## config.mk

```make
export PLATFORM = sky130hd
export DESIGN_NAME = fetch_pipeline
export DESIGN_NICKNAME = d
export VERILOG_FILES = /design/src/rtl/fetch_pkg.sv /design/src/rtl/fetch_fifo.sv /design/src/rtl/fetch_pipeline.sv
export SDC_FILE = /design/constraint.sdc
export NUM_CORES = 1
export LEC_CHECK = 0
export BUFFER_PORTS_ARGS = -buffer_cell sky130_fd_sc_hd__buf_2
export CELL_PAD_IN_SITES_DETAIL_PLACEMENT = 0
export CELL_PAD_IN_SITES_GLOBAL_PLACEMENT = 1
export CORE_MARGIN = 4
export CORE_UTILIZATION = 35
export CTS_CLUSTER_DIAMETER = 30
export DETAILED_ROUTE_END_ITERATION = 8
export GPL_TIMING_DRIVEN = 0
export PLACE_DENSITY_LB_ADDON = 0.1
export SYNTH_ARGS = -nofsm -noshare
export SYNTH_HDL_FRONTEND = slang
export SYNTH_SLANG_ARGS = --single-unit
export TNS_END_PERCENT = 30
```

## constraint.sdc

```tcl
create_clock -name clk -period 4.85 [get_ports clk]
set_input_delay 0.2425 -clock clk [delete_from_list [all_inputs] [get_ports clk]]
set_output_delay 0.2425 -clock clk [all_outputs]
set_load 0.05 [all_outputs]
```

## src/rtl/fetch_pkg.sv

```systemverilog
// Shared definitions for the instruction-fetch front end.
// Holds default geometry, the PC increment and the fetch-entry bundle type.
package fetch_pkg;

    localparam int PC_W_DEF       = 16;
    localparam int INSTR_W_DEF    = 16;
    localparam int MEM_LAT_DEF    = 2;
    localparam int FIFO_DEPTH_DEF = 4;
    localparam int PC_STEP        = 2;

    typedef struct packed {
        logic [PC_W_DEF-1:0]    pc;
        logic [INSTR_W_DEF-1:0] instr;
    } fetch_entry_t;

endpackage

```

## src/rtl/fetch_fifo.sv

```systemverilog
// Instruction buffer: circular FIFO with synchronous flush and count output.
// Ports: clk/rst (async high), flush, push/push_data, pop, out_valid/out_data (head), count.
module fetch_fifo #(
    parameter int DEPTH = 4,
    parameter int WIDTH = 32
) (
    input  logic                       clk,
    input  logic                       rst,
    input  logic                       flush,
    input  logic                       push,
    input  logic [WIDTH-1:0]           push_data,
    input  logic                       pop,
    output logic                       out_valid,
    output logic [WIDTH-1:0]           out_data,
    output logic [$clog2(DEPTH+1)-1:0] count
);

    localparam int AW = (DEPTH > 1) ? $clog2(DEPTH) : 1;
    localparam int CW = $clog2(DEPTH + 1);

    logic [WIDTH-1:0] mem_q [DEPTH];
    logic [WIDTH-1:0] mem_d [DEPTH];
    logic [AW-1:0]    rd_q, rd_d;
    logic [AW-1:0]    wr_q, wr_d;
    logic [CW-1:0]    cnt_q, cnt_d;
    logic             do_push;
    logic             do_pop;

    function automatic logic [AW-1:0] nxt(input logic [AW-1:0] p);
        return (p == AW'(DEPTH - 1)) ? '0 : p + AW'(1);
    endfunction

    always_comb begin
        mem_d   = mem_q;
        rd_d    = rd_q;
        wr_d    = wr_q;
        cnt_d   = cnt_q;
        do_pop  = pop && (cnt_q != '0);
        // A full buffer can still accept when the head leaves this cycle.
        do_push = push && ((cnt_q != CW'(DEPTH)) || do_pop);
        if (flush) begin
            rd_d  = '0;
            wr_d  = '0;
            cnt_d = '0;
        end else begin
            if (do_push) begin
                mem_d[wr_q] = push_data;
                wr_d        = nxt(wr_q);
            end
            if (do_pop) begin
                rd_d = nxt(rd_q);
            end
            case ({do_push, do_pop})
                2'b10:   cnt_d = cnt_q + CW'(1);
                2'b01:   cnt_d = cnt_q - CW'(1);
                default: cnt_d = cnt_q;
            endcase
        end
    end

    always_ff @(posedge clk or posedge rst) begin
        if (rst) begin
            mem_q <= '{default: '0};
            rd_q  <= '0;
            wr_q  <= '0;
            cnt_q <= '0;
        end else begin
            mem_q <= mem_d;
            rd_q  <= rd_d;
            wr_q  <= wr_d;
            cnt_q <= cnt_d;
        end
    end

    assign out_valid = (cnt_q != '0);
    assign out_data  = mem_q[rd_q];
    assign count     = cnt_q;

endmodule

```

## src/rtl/fetch_pipeline.sv

```systemverilog
// Instruction-fetch front end: PC, fixed-latency memory tracking, buffered valid/ready output.
// Ports: clk/rst, halt, redirect/redirect_pc, mem_raddr/mem_rdata, out_valid/out_ready/
// out_instr/out_pc, perf_stall_cnt/perf_flush_cnt (live only with FETCH_PERF_EN defined).
module fetch_pipeline
    import fetch_pkg::*;
#(
    parameter int              PC_W       = PC_W_DEF,
    parameter int              INSTR_W    = INSTR_W_DEF,
    parameter int              MEM_LAT    = MEM_LAT_DEF,
    parameter int              FIFO_DEPTH = FIFO_DEPTH_DEF,
    parameter logic [PC_W-1:0] RESET_PC   = '0
) (
    input  logic               clk,
    input  logic               rst,
    input  logic               halt,
    input  logic               redirect,
    input  logic [PC_W-1:0]    redirect_pc,
    output logic [PC_W-2:0]    mem_raddr,
    input  logic [INSTR_W-1:0] mem_rdata,
    output logic               out_valid,
    input  logic               out_ready,
    output logic [INSTR_W-1:0] out_instr,
    output logic [PC_W-1:0]    out_pc,
    output logic [31:0]        perf_stall_cnt,
    output logic [31:0]        perf_flush_cnt
);

    localparam int FCW = $clog2(FIFO_DEPTH + 1);
    localparam int SW  = $clog2(FIFO_DEPTH + MEM_LAT + 1);
    localparam int EW  = PC_W + INSTR_W;

    if (MEM_LAT < 1) begin : g_bad_lat
        $error("fetch_pipeline: MEM_LAT must be >= 1");
    end
    if (FIFO_DEPTH < MEM_LAT + 2) begin : g_bad_depth
        $error("fetch_pipeline: FIFO_DEPTH must be >= MEM_LAT+2");
    end
    if (RESET_PC[0]) begin : g_bad_rpc
        $error("fetch_pipeline: RESET_PC must be even");
    end

    logic [PC_W-1:0]    pc_q, pc_d;
    logic [MEM_LAT-1:0] vld_q, vld_d;
    logic [PC_W-1:0]    ipc_q [MEM_LAT];
    logic [PC_W-1:0]    ipc_d [MEM_LAT];
    logic [SW-1:0]      inflight;
    logic               issue;
    logic               push;
    logic               pop;
    logic [EW-1:0]      push_data;
    logic [EW-1:0]      head;
    logic [FCW-1:0]     fifo_count;

    always_comb begin
        inflight = '0;
        for (int i = 0; i < MEM_LAT; i++) begin
            inflight = inflight + SW'(vld_q[i]);
        end
        // Credits ignore a same-cycle pop, so the buffer can never overflow.
        issue = !halt && !redirect &&
                ((inflight + SW'(fifo_count)) < SW'(FIFO_DEPTH));

        pc_d = pc_q;
        if (redirect) begin
            pc_d = redirect_pc & ~PC_W'(1);
        end else if (issue) begin
            pc_d = pc_q + PC_W'(PC_STEP);
        end

        ipc_d    = ipc_q;
        vld_d    = '0;
        vld_d[0] = issue;
        ipc_d[0] = pc_q;
        for (int i = 1; i < MEM_LAT; i++) begin
            vld_d[i] = vld_q[i-1];
            ipc_d[i] = ipc_q[i-1];
        end
        if (redirect) begin
            vld_d = '0;
        end

        // Oldest stage lines up with the data arriving this cycle.
        push      = vld_q[MEM_LAT-1] && !redirect;
        push_data = {ipc_q[MEM_LAT-1], mem_rdata};
    end

    always_ff @(posedge clk or posedge rst) begin
        if (rst) begin
            pc_q  <= RESET_PC;
            vld_q <= '0;
            ipc_q <= '{default: '0};
        end else begin
            pc_q  <= pc_d;
            vld_q <= vld_d;
            ipc_q <= ipc_d;
        end
    end

    assign mem_raddr = pc_q[PC_W-1:1];
    assign pop       = out_valid && out_ready;

    fetch_fifo #(
        .DEPTH (FIFO_DEPTH),
        .WIDTH (EW)
    ) u_fifo (
        .clk       (clk),
        .rst       (rst),
        .flush     (redirect),
        .push      (push),
        .push_data (push_data),
        .pop       (pop),
        .out_valid (out_valid),
        .out_data  (head),
        .count     (fifo_count)
    );

    assign out_pc    = head[EW-1:INSTR_W];
    assign out_instr = head[INSTR_W-1:0];

`ifdef FETCH_PERF_EN
    logic [31:0] stall_q, stall_d;
    logic [31:0] flush_q, flush_d;
    logic [32:0] flush_sum;

    always_comb begin
        stall_d = stall_q;
        if (out_valid && !out_ready && (stall_q != '1)) begin
            stall_d = stall_q + 32'd1;
        end
        // Discarded work: every valid in-flight stage plus every buffered entry.
        flush_sum = {1'b0, flush_q} + 33'(inflight) + 33'(fifo_count);
        flush_d   = flush_q;
        if (redirect) begin
            flush_d = flush_sum[32] ? '1 : flush_sum[31:0];
        end
    end

    always_ff @(posedge clk or posedge rst) begin
        if (rst) begin
            stall_q <= '0;
            flush_q <= '0;
        end else begin
            stall_q <= stall_d;
            flush_q <= flush_d;
        end
    end

    assign perf_stall_cnt = stall_q;
    assign perf_flush_cnt = flush_q;
`else
    assign perf_stall_cnt = '0;
    assign perf_flush_cnt = '0;
`endif

endmodule

```

==> results of run 1 <==
==> final cells by class <==
type	count	area [sq um]	area share
plain buffers	109	749.5	0.07560
clock buffers	23	488.0	0.04922
clock inverters	9	95.09	0.009592
inverters	4	18.77	0.001893
multi-input cells	352	3221	0.3249
flip-flops and latches	178	4454	0.4493
well taps	313	391.6	0.03951
repair buffers	86	495.5	0.04998
==> metal layers <==
metal | global-route usage | wire length [um]
met1 | 0.1862 | 8108
met2 | 0.2345 | 8802
met3 | 0.03241 | 679
met4 | 0.04420 | 275
met5 | 0 | 0
==> cells by family (layout without fill, tap and decap cells) <==
family          after synthesis  in the layout
fa+ha+maj                     8              8
mux                         158            158
buf+inv                     113            231
simple gates                 80             80
compound gates               40             40
xor+xnor                      1              1
other cells                   1             65
flops                       178            178
==> worst paths after layout <==
kind | startpoint | to | slack (ps)
worst max-delay path | u_fifo.rd_q[0]$_DFFE_PP0P_ | out_pc[5] | 2120
worst max register to register | u_fifo.count[0]$_DFFE_PP0P_ | pc_q[13]$_DFFE_PP0P_ | 2370
min in group asynchronous | rst | u_fifo.mem_q[40]$_DFFE_PP0P_ | 470
worst min-delay path | redirect_pc[5] | pc_q[5]$_DFFE_PP0P_ | 20
worst min register to register | ipc_d[9]$_DFF_PP0_ | ipc_q[9]$_DFF_PP0_ | 350
max in group asynchronous | rst | vld_q[1]$_DFF_PP0_ | 3460
==> repair_timing <==
| item | in CTS | in global routing |
|---|---|---|
| hold buffers | 1 | 0 |
| hold endpoints to repair | 27 | 0 |
| resized for setup | 0 | 0 |
==> stage by stage <==
step | utilization | setup slack, ps | std cells | cell area, sq um
after global routing | 0.4339 | 1979 | 1074 | 9913
after detailed placement | 0.4079 | 2348 | 1041 | 9320
final | 0.4339 | 2123 | 1074 | 9913
after global placement | 0.4044 | 1321 | 1037 | 9240
after floorplan | - | 2327 | 643 | 8443
after CTS | 0.4339 | 2055 | 1074 | 9913
==> cell usage in the layout (no fill, tap or decap), types with 4 or more instances in the layout <==
| cell type | instances |
|---|---|
| clkinvlp_4 | 4 |
| conb_1 | 65 |
| o31ai_1 | 6 |
| mux2_2 | 124 |
| nor3_1 | 4 |
| clkbuf_16 | 17 |
| nand3_1 | 11 |
| buf_12 | 4 |
| a31oi_1 | 7 |
| clkbuf_1 | 11 |
| mux4_2 | 31 |
| a21oi_1 | 5 |
| clkbuf_8 | 4 |
| buf_4 | 81 |
| o21ai_0 | 4 |
| nor2_1 | 13 |
| buf_2 | 98 |
| nand4_1 | 4 |
| ha_1 | 7 |
| nand2_1 | 19 |
| o211ai_1 | 4 |
| dfrtp_1 | 178 |
| or4_1 | 10 |
==> worst max-delay path, cell delays in order (launching register included) <==
cell	delay, ps
dfrtp_1	360
clkbuf_1	360
buf_2	490
mux4_2	600
buf_2	230
==> state kept, by name (all words and copies together), names as in the netlist <==
name          flops
ipc_q            15
u_fifo.rd_q       2
vld_q             2
ipc_d            15
u_fifo.wr_q       2
u_fifo.mem_q    124
pc_q             15
u_fifo.count      3
==> power groups by stage <==
stage | clock network, W | logic (W) | registers, W
finish | 0.00136 | 0.00131 | 0.00178
detailed placement | 0 | 0.00133 | 0.00181
floorplan | 0 | 0.00108 | 0.00177
global placement | 0 | 0.00130 | 0.00180
CTS | 0.00139 | 0.00133 | 0.00178
global route | 0.00145 | 0.00139 | 0.00180
==> key figures, run 1 <==
Run status
  – Outcome: finished, final reports clean

STA
  – # setup viols final: 0
  – Worst Tran Pin Value: 775.3 ps
  – Setup TNS: 0 ps
  – Post-route clock period utilization: 0.5624
  – Min cycle time layout: 2727 ps
  – Slew Limit Headroom: 0.4831
  – Setup Skew: 6.814 ps
  – Final Max Slew Viols: 0
  – Final Hold Slack: 23.77 ps
  – Final Hold Vio Count: 0
  – RSZ-0062 raised after global routing: no
  – Highest Clock Rate: ~370 MHz

Synth
  – Area share of the largest cell type after synthesis: 0.5433
  – Multiplexer share of the synthesized area: 0.2591
  – Post-synthesis simple-gate area fraction: 0.05433
  – Post-synth EDFFs: 0
  – Synth Area in Compound Gates: 0.03540
  – Gate Count Post-Synth: between 500 and 600
  – Most frequent cell after synthesis: dfrtp_1
  – Post-Synth Adder-Cell Area: 0.01312
  – Synthesized flop and latch total: 178
  – Yosys top cell by area: dfrtp_1
  – Main combinational cell family by area after synthesis: multiplexers
  – Most frequent cells after synthesis: 178 x dfrtp_1, 124 x mux2_2, 81 x buf_4
  – Main synth FF type: dfrtp_1
  – Register area share after synthesis: 0.5433
  – YS warnings: 0
  – Syn_area_per_cell: roughly 14 sq um
  – Post-synth ARST share: 1.000
  – XOR/XNOR Fraction of Synth Area: 0.001068
  – Synth top area cells: dfrtp_1 54%, mux2_2 17%, mux4_2 8.5%
  – Synth unique cells: between 40 and 50
  – Netlist Area Pre-Place: roughly 8200 sq um

Global route
  – Antenna violations before repair: 0
  – First-pass GRT wire length: 28.87 mm
  – Overflow after GRT: 0
  – GRT Total Usage: 0.1415
  – Largest net degree at the start of global routing: 44
  – Vias in the first global route: around 5.3k

Detailed routing
  – Post-Route WL: approximately 18 mm
  – DRT antenna net count: 0
  – Vias per inst: 4.603
  – DR iter-0 viols: 224
  – Routed wire length per instance: 16.64 um
  – 1st-pass router iterations: 4
  – DRC: 0
  – Routed vias: about 5k

Die
  – I/O pins: 149
  – Die area: 25,940 sq um
  – Core area: ~23,000 sq um
  – Die Y: 161.1 um
  – Row count: 55
  – Initial Utilization: 0.3589
  – Die X: 161.1 um

Place
  – Routability cong.: about 0.72
  – Port bufs: 81
  – HPWL Detailed: between 10 and 15 mm

Worst setup path
  – CP startpoint kind: flip-flop
  – Worst Path Required: approximately 4600 ps
  – Worst-path fanout max: 10
  – Worst Setup Path Type: reg2out
  – Arr. time, crit path: 2480 ps
  – Worst-case reg-to-reg path depth: 5
  – Setup crit end kind: output port

Power
  – VDD IR max: 0.1698 mV
  – Part of the power in registers: 0.400
  – Switching part of the total: 0.3519
  – Pint: roughly 0.0029 W
  – Psw: 0.001566 W
  – Pwr per Cell Area: 448.9 nW/um^2
  – Tot Pwr: 0.004450 W
  – Clk pwr share: 0.305
  – Static leakage: 4.838 nW
  – Gate power share: 0.295

CTS
  – CTS sink cnt: about 180
  – CTS tree: built
  – Clock Pin Slew Worst Setup and Hold Paths: 70 ps
  – Post-CTS Setup Inserts: 0
  – Clk Latency, worst-skew pair: approximately 430 ps
  – H-Tree Depth: 4
  – CTS Buffer Depth: 2
  – Clk root buf: clkbuf_16
  – Num CTS Buffers: 17

Flow run
  – # Max-Cap Violations: 0

Finish
  – Final net count: 793
  – FILL cells: 2,198
  – Layout cell share with drive strength beyond 1: 0.4954
  – Antenna cells: 0
  – Area Growth Syn to Fin: 20.91%

Worst hold path
  – Type of the worst min-delay path: in2reg
  – Hold-critical path depth: 3
Note: power is estimated with default switching activity, not from simulation.
==> inputs of run 2 (changes only) <==
==> constraint.sdc (replaced) <==
create_clock -name clk -period 2.3 [get_ports clk]
set_input_delay 0.115 -clock clk [delete_from_list [all_inputs] [get_ports clk]]
set_output_delay 0.115 -clock clk [all_outputs]
set_load 0.05 [all_outputs]
==> run 2 against run 1 <==
Effect of this change: design area up 3.9%; register-to-register slack got worse by 2300 ps; die area unchanged; routed wire length grew 1.2%; combinational power increased by 120%; sequential share of layout area down 1.6 points; clock skew is essentially flat; core utilization grew 1.7 points; cell count grew 3.1%; setup slack got worse by 2000 ps; critical endpoint is now u_fifo.mem_q[51]$_DFFE_PP0P_; largest power group unchanged.
==> key figures, run 2 (same netlist as run 1, synthesis figures left out) <==
Worst setup path
  – Reg2reg setup slack: 80 ps (-2290 ps)
  – Critical path endpoint: u_fifo.mem_q[51]$_DFFE_PP0P_
  – Worst-path fanout max: 10 (unchanged)
  – Worst-case reg-to-reg path depth: 7 (+2)
  – Setup crit start: u_fifo.count[1]$_DFFE_PP0P_
  – Setup crit end kind: flip-flop
  – CP startpoint kind: flip-flop
  – Critical R2R Capture: u_fifo.mem_q[51]$_DFFE_PP0P_
  – Worst Setup Path Type: reg2reg
  – Arr. time, crit path: 2520 ps (+40 ps)
  – Worst r2r src: u_fifo.count[1]$_DFFE_PP0P_
  – Worst Path Required: 2610 ps (-2000 ps)

Die
  – Core area: 22,850 sq um (unchanged)
  – Die X: 161.1 um (unchanged)
  – Die Y: 161.1 um (unchanged)
  – Die area: 25,940 sq um (unchanged)
  – I/O pins: 149 (unchanged)
  – Row count: 55 (unchanged)
  – Initial Utilization: 0.3589 (unchanged)

Finish
  – Max reg flops: 124 (unchanged)
  – Share of the core filled with cells: 0.4507 (+0.01676)
  – Biggest register: u_fifo.mem_q
  – Layout cell share with drive strength beyond 1: 0.4874 (-0.007995)
  – FILL cells: 2,167 (-1.4%)
  – Most common cell after layout, fill and taps aside: dfrtp_1
  – Multi-input logic area: 3236 sq um (+0.47%)
  – Commonest cells after routing, fill and taps aside: 175 x dfrtp_1, 124 x mux2_2, 90 x buf_2
  – Antenna cells: 0 (unchanged)
  – Finished Layout Cells: 1,107 (+3.1%)
  – Area Growth Syn to Fin: 25.58%
  – FF+latch area: 4458 sq um (about the same)
  – Final net count: 826 (+4.2%)

Global route
  – Overflow after GRT: 0 (unchanged)
  – GRT Total Usage: 0.1430 (+0.001534)
  – Largest net degree at the start of global routing: 44 (unchanged)
  – Antenna violations before repair: 0 (unchanged)
  – Vias in the first global route: 5,414 (+1.5%)
  – First-pass GRT wire length: 29.25 mm (+1.3%)

Place
  – Inst Count DP: 1,041 (unchanged)
  – Routability cong.: 0.7178 (unchanged)
  – HPWL Detailed: 12.64 mm (unchanged)
  – Port bufs: 81 (unchanged)
  – Worst slack, placed: -202.1 ps (-2550 ps)

Power
  – VDD IR max: 0.3574 mV (+110%)
  – Pwr per Cell Area: 917.5 nW/um^2 (+100%)
  – Static leakage: 5.004 nW (+3.4%)

Detailed routing
  – Routed wire length per instance: 16.33 um (-1.8%)
  – DRT antenna net count: 0 (unchanged)
  – Routed vias: 5,050 (+2.1%)
  – DR iter-0 viols: 227 (+1.3%)
  – Post-Route WL: 18.08 mm (+1.2%)
  – 1st-pass router iterations: 5 (+1)
  – DRC: 0 (unchanged)
  – Vias per inst: 4.562 (-0.90%)

STA
  – Final Hold Vio Count: 0 (unchanged)
  – Min cycle time layout: 2215 ps
  – Post-route clock period utilization: 0.9632
  – Worst Tran Pin Value: 706.7 ps (-68.60 ps)
  – Highest Clock Rate: 451.4 MHz
  – Slew Limit Headroom: 0.5279 (+0.04474)
  – Final setup margin: 84.66 ps (-2038 ps)
  – # setup viols final: 0 (unchanged)
  – Final Max Slew Viols: 0 (unchanged)
  – Setup Skew: 7.024 ps (+0.2093 ps)
  – Final Hold Slack: 131.0 ps (+107.2 ps)
  – RSZ-0062 raised after global routing: yes

CTS
  – Clk Latency, worst-skew pair: 430 ps (about the same)
  – CTS tree: built
  – CTS Buffer Depth: 2 (unchanged)
  – Num CTS Buffers: 17 (unchanged)
  – Clk root buf: clkbuf_16
  – Clock Pin Slew Worst Setup and Hold Paths: 60 ps (about the same)
  – CTS sink cnt: 178 (unchanged)
  – H-Tree Depth: 4 (unchanged)

Worst hold path
  – Type of the worst min-delay path: in2reg
  – Min-delay src: out_ready

Run status
  – Outcome: finished, final reports clean

Flow run
  – # Max-Cap Violations: 0 (unchanged)
-- run 2: timing repair --
item | in CTS | in global routing
hold buffers | 33 | 0
endpoints found under the setup margin | 35 | 6
buffers inserted | 0 | 2
hold endpoints to repair | 107 | 0
gates resized for setup | 11 | 10
pin swaps | 0 | 2
-- run 2: worst min-delay path by stage --
stage / end / slack (ps) / depth (start not counted)
finish: u_fifo.count[2]$_DFFE_PP0P_ / 130 / 4
global route: u_fifo.count[2]$_DFFE_PP0P_ / 160 / 4
CTS: u_fifo.count[2]$_DFFE_PP0P_ / 100 / 4
detailed placement: u_fifo.mem_q[40]$_DFFE_PP0P_ / 260 / 2
global placement: pc_q[5]$_DFFE_PP0P_ / 330 / 3
floorplan: vld_q[0]$_DFF_PP0_ / 190 / 1
-- run 2: layer usage --
metal | wire length (um) | global-route usage
met4 | 272 | 0.04420
met1 | 8161 | 0.1872
met5 | 0 | 0
met2 | 9005 | 0.2400
met3 | 637 | 0.03062
-- run 2: critical path: stages (launching register included) --
cell and delay, ps:
dfrtp_1 400, buf_4 180, nor4b_2 380, nor3b_2 100
buf_4 170, nand2_1 140, buf_2 340, mux2_2 380
-- run 2: power by group --
part	leakage [nW]	switching, W	internal (W)	total [W]
registers	2.30	0.000254	0.00352	0.00377
logic	2.43	0.00182	0.000995	0.00282
clock network	0.279	0.00123	0.00162	0.00286
total	5.00	0.00331	0.00614	0.00945
-- run 2: cell type report --
cell class,count,share of cell area
Buffer,108,0.07559
Clock buffer,23,0.04739
Clock inverter,9,0.009236
Inverter,4,0.001823
Multi-Input combinational cell,352,0.3143
Sequential cell,178,0.4330
Tap cell,313,0.03804
Timing Repair Buffer,120,0.08069
-- run 2: per-stage QoR --
stage                     power [W]  TNS (ps)  cell area [sq um]
after detailed placement   0.006617    -536.1               9320
after CTS                  0.009551    -145.9              10260
after global placement     0.006530   -194330               9240
final                      0.009447         0              10300
after floorplan            0.006007    -17020               8443
after global routing       0.009871    -49.47              10300
==> inputs of run 3 (changes only) <==
--- a/config.mk
+++ b/config.mk
@@ -8,6 +8,7 @@
 export BUFFER_PORTS_ARGS = -buffer_cell sky130_fd_sc_hd__buf_2
 export CELL_PAD_IN_SITES_DETAIL_PLACEMENT = 0
 export CELL_PAD_IN_SITES_GLOBAL_PLACEMENT = 1
+export CORE_ASPECT_RATIO = 1.2
 export CORE_MARGIN = 4
 export CORE_UTILIZATION = 35
 export CTS_CLUSTER_DIAMETER = 30
==> run 3 against run 2 <==
Effect of this change: worst hold slack improved by 23 ps; register-to-register slack about the same; count of clock-buffer cells in the layout is 5 lower; largest cell class unchanged.
==> key figures, run 3 (same netlist as run 1, synthesis figures left out) <==
Detailed routing
  – Vias per inst: 4.555 (-0.15%)
  – Post-Route WL: 18.00 mm (-0.42%)
  – DR iter-0 viols: 186 (-18%)
  – Routed vias: 5,047 (-0.059%)
  – DRT antenna net count: 0 (unchanged)
  – Routed wire length per instance: 16.25 um (-0.51%)
  – 1st-pass router iterations: 4 (-1)
  – DRC: 0 (unchanged)

Power
  – VDD IR max: 0.5109 mV (+43%)
  – Pwr per Cell Area: 927.9 nW/um^2 (+1.1%)
  – Static leakage: 5.015 nW (+0.22%)

Worst setup path
  – CP max stage delay: 510 ps (+110 ps)
  – Setup crit end kind: flip-flop
  – Worst r2r src: u_fifo.count[0]$_DFFE_PP0P_
  – Worst-path fanout max: 10 (unchanged)
  – Worst Setup Path Type: reg2reg
  – Critical R2R Capture: pc_q[8]$_DFFE_PP0P_
  – Worst Path Required: 2580 ps (-30 ps)
  – Reg2reg setup slack: 90 ps (about the same)
  – CP startpoint kind: flip-flop
  – Arr. time, crit path: 2480 ps (-40 ps)
  – Critical path's slowest cell: dfrtp_2
  – CP Cell Sequence: ha_1 -> a21o_1 -> a22o_4 -> buf_6 -> buf_2 -> o31ai_1 -> a31oi_1
  – Worst-case reg-to-reg path depth: 7 (unchanged)

STA
  – RSZ-0062 raised after global routing: yes
  – Final setup margin: 91.43 ps (+6.771 ps)
  – Final Max Slew Viols: 0 (unchanged)
  – Worst Tran Pin Value: 709.0 ps (+2.280 ps)
  – Slew Limit Headroom: 0.5263 (-0.001523)
  – Highest Clock Rate: 452.8 MHz (+0.31%)
  – # setup viols final: 0 (unchanged)
  – Setup Skew: 8.341 ps (+1.317 ps)
  – Final Hold Vio Count: 0 (unchanged)
  – Min cycle time layout: 2209 ps (-6.771 ps)
  – Post-route clock period utilization: 0.9602 (-0.002944)

CTS
  – Clk root buf: clkbuf_16
  – CTS Buffer Depth: 2 (unchanged)
  – CTS sink cnt: 178 (unchanged)
  – Clock Pin Slew Worst Setup and Hold Paths: 70 ps (about the same)
  – H-Tree Depth: 4 (unchanged)
  – Clk Latency, worst-skew pair: 420 ps (about the same)
  – CTS tree: built
  – Num CTS Buffers: 17 (unchanged)

Place
  – Port bufs: 81 (unchanged)
  – Worst slack, placed: -208.1 ps (-6.035 ps)
  – HPWL Detailed: 12.77 mm (+1.1%)
  – Routability cong.: 0.7292 (+1.6%)
  – Post-DP Area: 9323 sq um (about the same)

Worst hold path
  – Type of the worst min-delay path: in2reg
  – Hold-critical path depth: 4 (unchanged)
  – Min-delay src: out_ready
  – Hold EP: u_fifo.count[2]$_DFFE_PP0P_

Global route
  – Antenna violations before repair: 0 (unchanged)
  – Vias in the first global route: 5,403 (-0.20%)
  – Largest net degree at the start of global routing: 45 (+2.3%)
  – Overflow after GRT: 0 (unchanged)
  – GRT Total Usage: 0.1428 (-0.0002589)
  – First-pass GRT wire length: 29.17 mm (-0.28%)

Die
  – Row count: 61 (+11%)
  – I/O pins: 149 (unchanged)
  – Die X: 147.7 um (-8.3%)
  – Die Y: 175.7 um (+9.1%)
  – Die area: 25,950 sq um (about the same)
  – Core area: 23,130 sq um (+1.2%)
  – Initial Utilization: 0.3545 (-0.004330)

Flow run
  – # Max-Cap Violations: 0 (unchanged)

Finish
  – Final net count: 826 (unchanged)
  – Biggest register: u_fifo.mem_q
  – Layout cell share with drive strength beyond 1: 0.4893 (+0.001876)
  – Most common cell after layout, fill and taps aside: dfrtp_1
  – Share of the core filled with cells: 0.4473 (-0.003327)
  – FILL cells: 2,148 (-0.88%)
  – Finished Cell Area: 10,340 sq um (+0.47%)
  – Commonest cells after routing, fill and taps aside: 175 x dfrtp_1, 124 x mux2_2, 90 x buf_2
  – Max reg flops: 124 (unchanged)
  – Area Growth Syn to Fin: 26.17%
  – Antenna cells: 0 (unchanged)

Run status
  – Outcome: finished, final reports clean
run 3: final cells by class:
type                       count  area [sq um]  share of cell area
clock inverter                13         173.9             0.01681
tap                          315         394.1             0.03810
clock buffer                  18         429.2             0.04149
sequential                   178          4458              0.4309
timing repair buffer         121         838.3             0.08104
inverter                       4         18.77            0.001814
buffer                       107         774.5             0.07487
multi-input combinational    352          3258              0.3149
run 3: worst max-delay path: cells and delay by family (launching register included):
family	cells	cell delay (ps)
fa+ha+maj	1	330
compound gates	4	880
flops	1	510
buf+inv	2	330
run 3: worst max-delay path by stage:
| stage | startpoint | endpoint | slack, ps | cells past startpoint |
|---|---|---|---|---|
| 2_1_floorplan | rst | ipc_d[10]$_DFF_PP0_ | -100 | 1 |
| 3_3_place_gp | rst | u_fifo.mem_q[15]$_DFFE_PP0P_ | -1120 | 2 |
| 3_5_place_dp | u_fifo.count[0]$_DFFE_PP0P_ | pc_q[13]$_DFFE_PP0P_ | -210 | 5 |
| 4_1_cts | u_fifo.count[1]$_DFFE_PP0P_ | u_fifo.count[2]$_DFFE_PP0P_ | -190 | 7 |
| 5_1_grt | u_fifo.count[1]$_DFFE_PP0P_ | u_fifo.count[2]$_DFFE_PP0P_ | -20 | 8 |
| 6_report | u_fifo.count[0]$_DFFE_PP0P_ | pc_q[8]$_DFFE_PP0P_ | 90 | 7 |
run 3: where the power goes:
part / switching [W] / internal, W / total (W)
clock: 0.00126 / 0.00173 / 0.00299
sequential: 0.000264 / 0.00352 / 0.00378
combinational: 0.00183 / 0.00101 / 0.00283
run 3: stage by stage:
stage,power [W],hold slack (ps),TNS [ps],instances
after floorplan,0.006007,185.8,-17020,643
after global placement,0.006514,322.7,-195500,1039
after detailed placement,0.006613,271.6,-589.2,1043
after CTS,0.009686,88.18,-193.0,1106
after global routing,0.01004,147.1,-115.2,1108
final,0.009599,153.7,0,1108
run 3: routing by layer:
layer / share of wire / GRT usage / up-vias / wire length [um]
met3: 0.041 / 0.03716 / 14 / 743
met2: 0.52 / 0.2441 / 104 / 9277
li1: - / - / 2361 / -
met4: 0.0099 / 0.03497 / 0 / 178
met5: 0 / 0 / - / 0
met1: 0.43 / 0.1817 / 2568 / 7800
run 3: repair_timing:
item	in CTS	in global routing
endpoints found under the setup margin	33	44
setup buffers	0	3
hold endpoints to repair	110	0
gates resized for setup	8	16
hold buffers	33	0
cloned	0	0
pin swaps	0	2
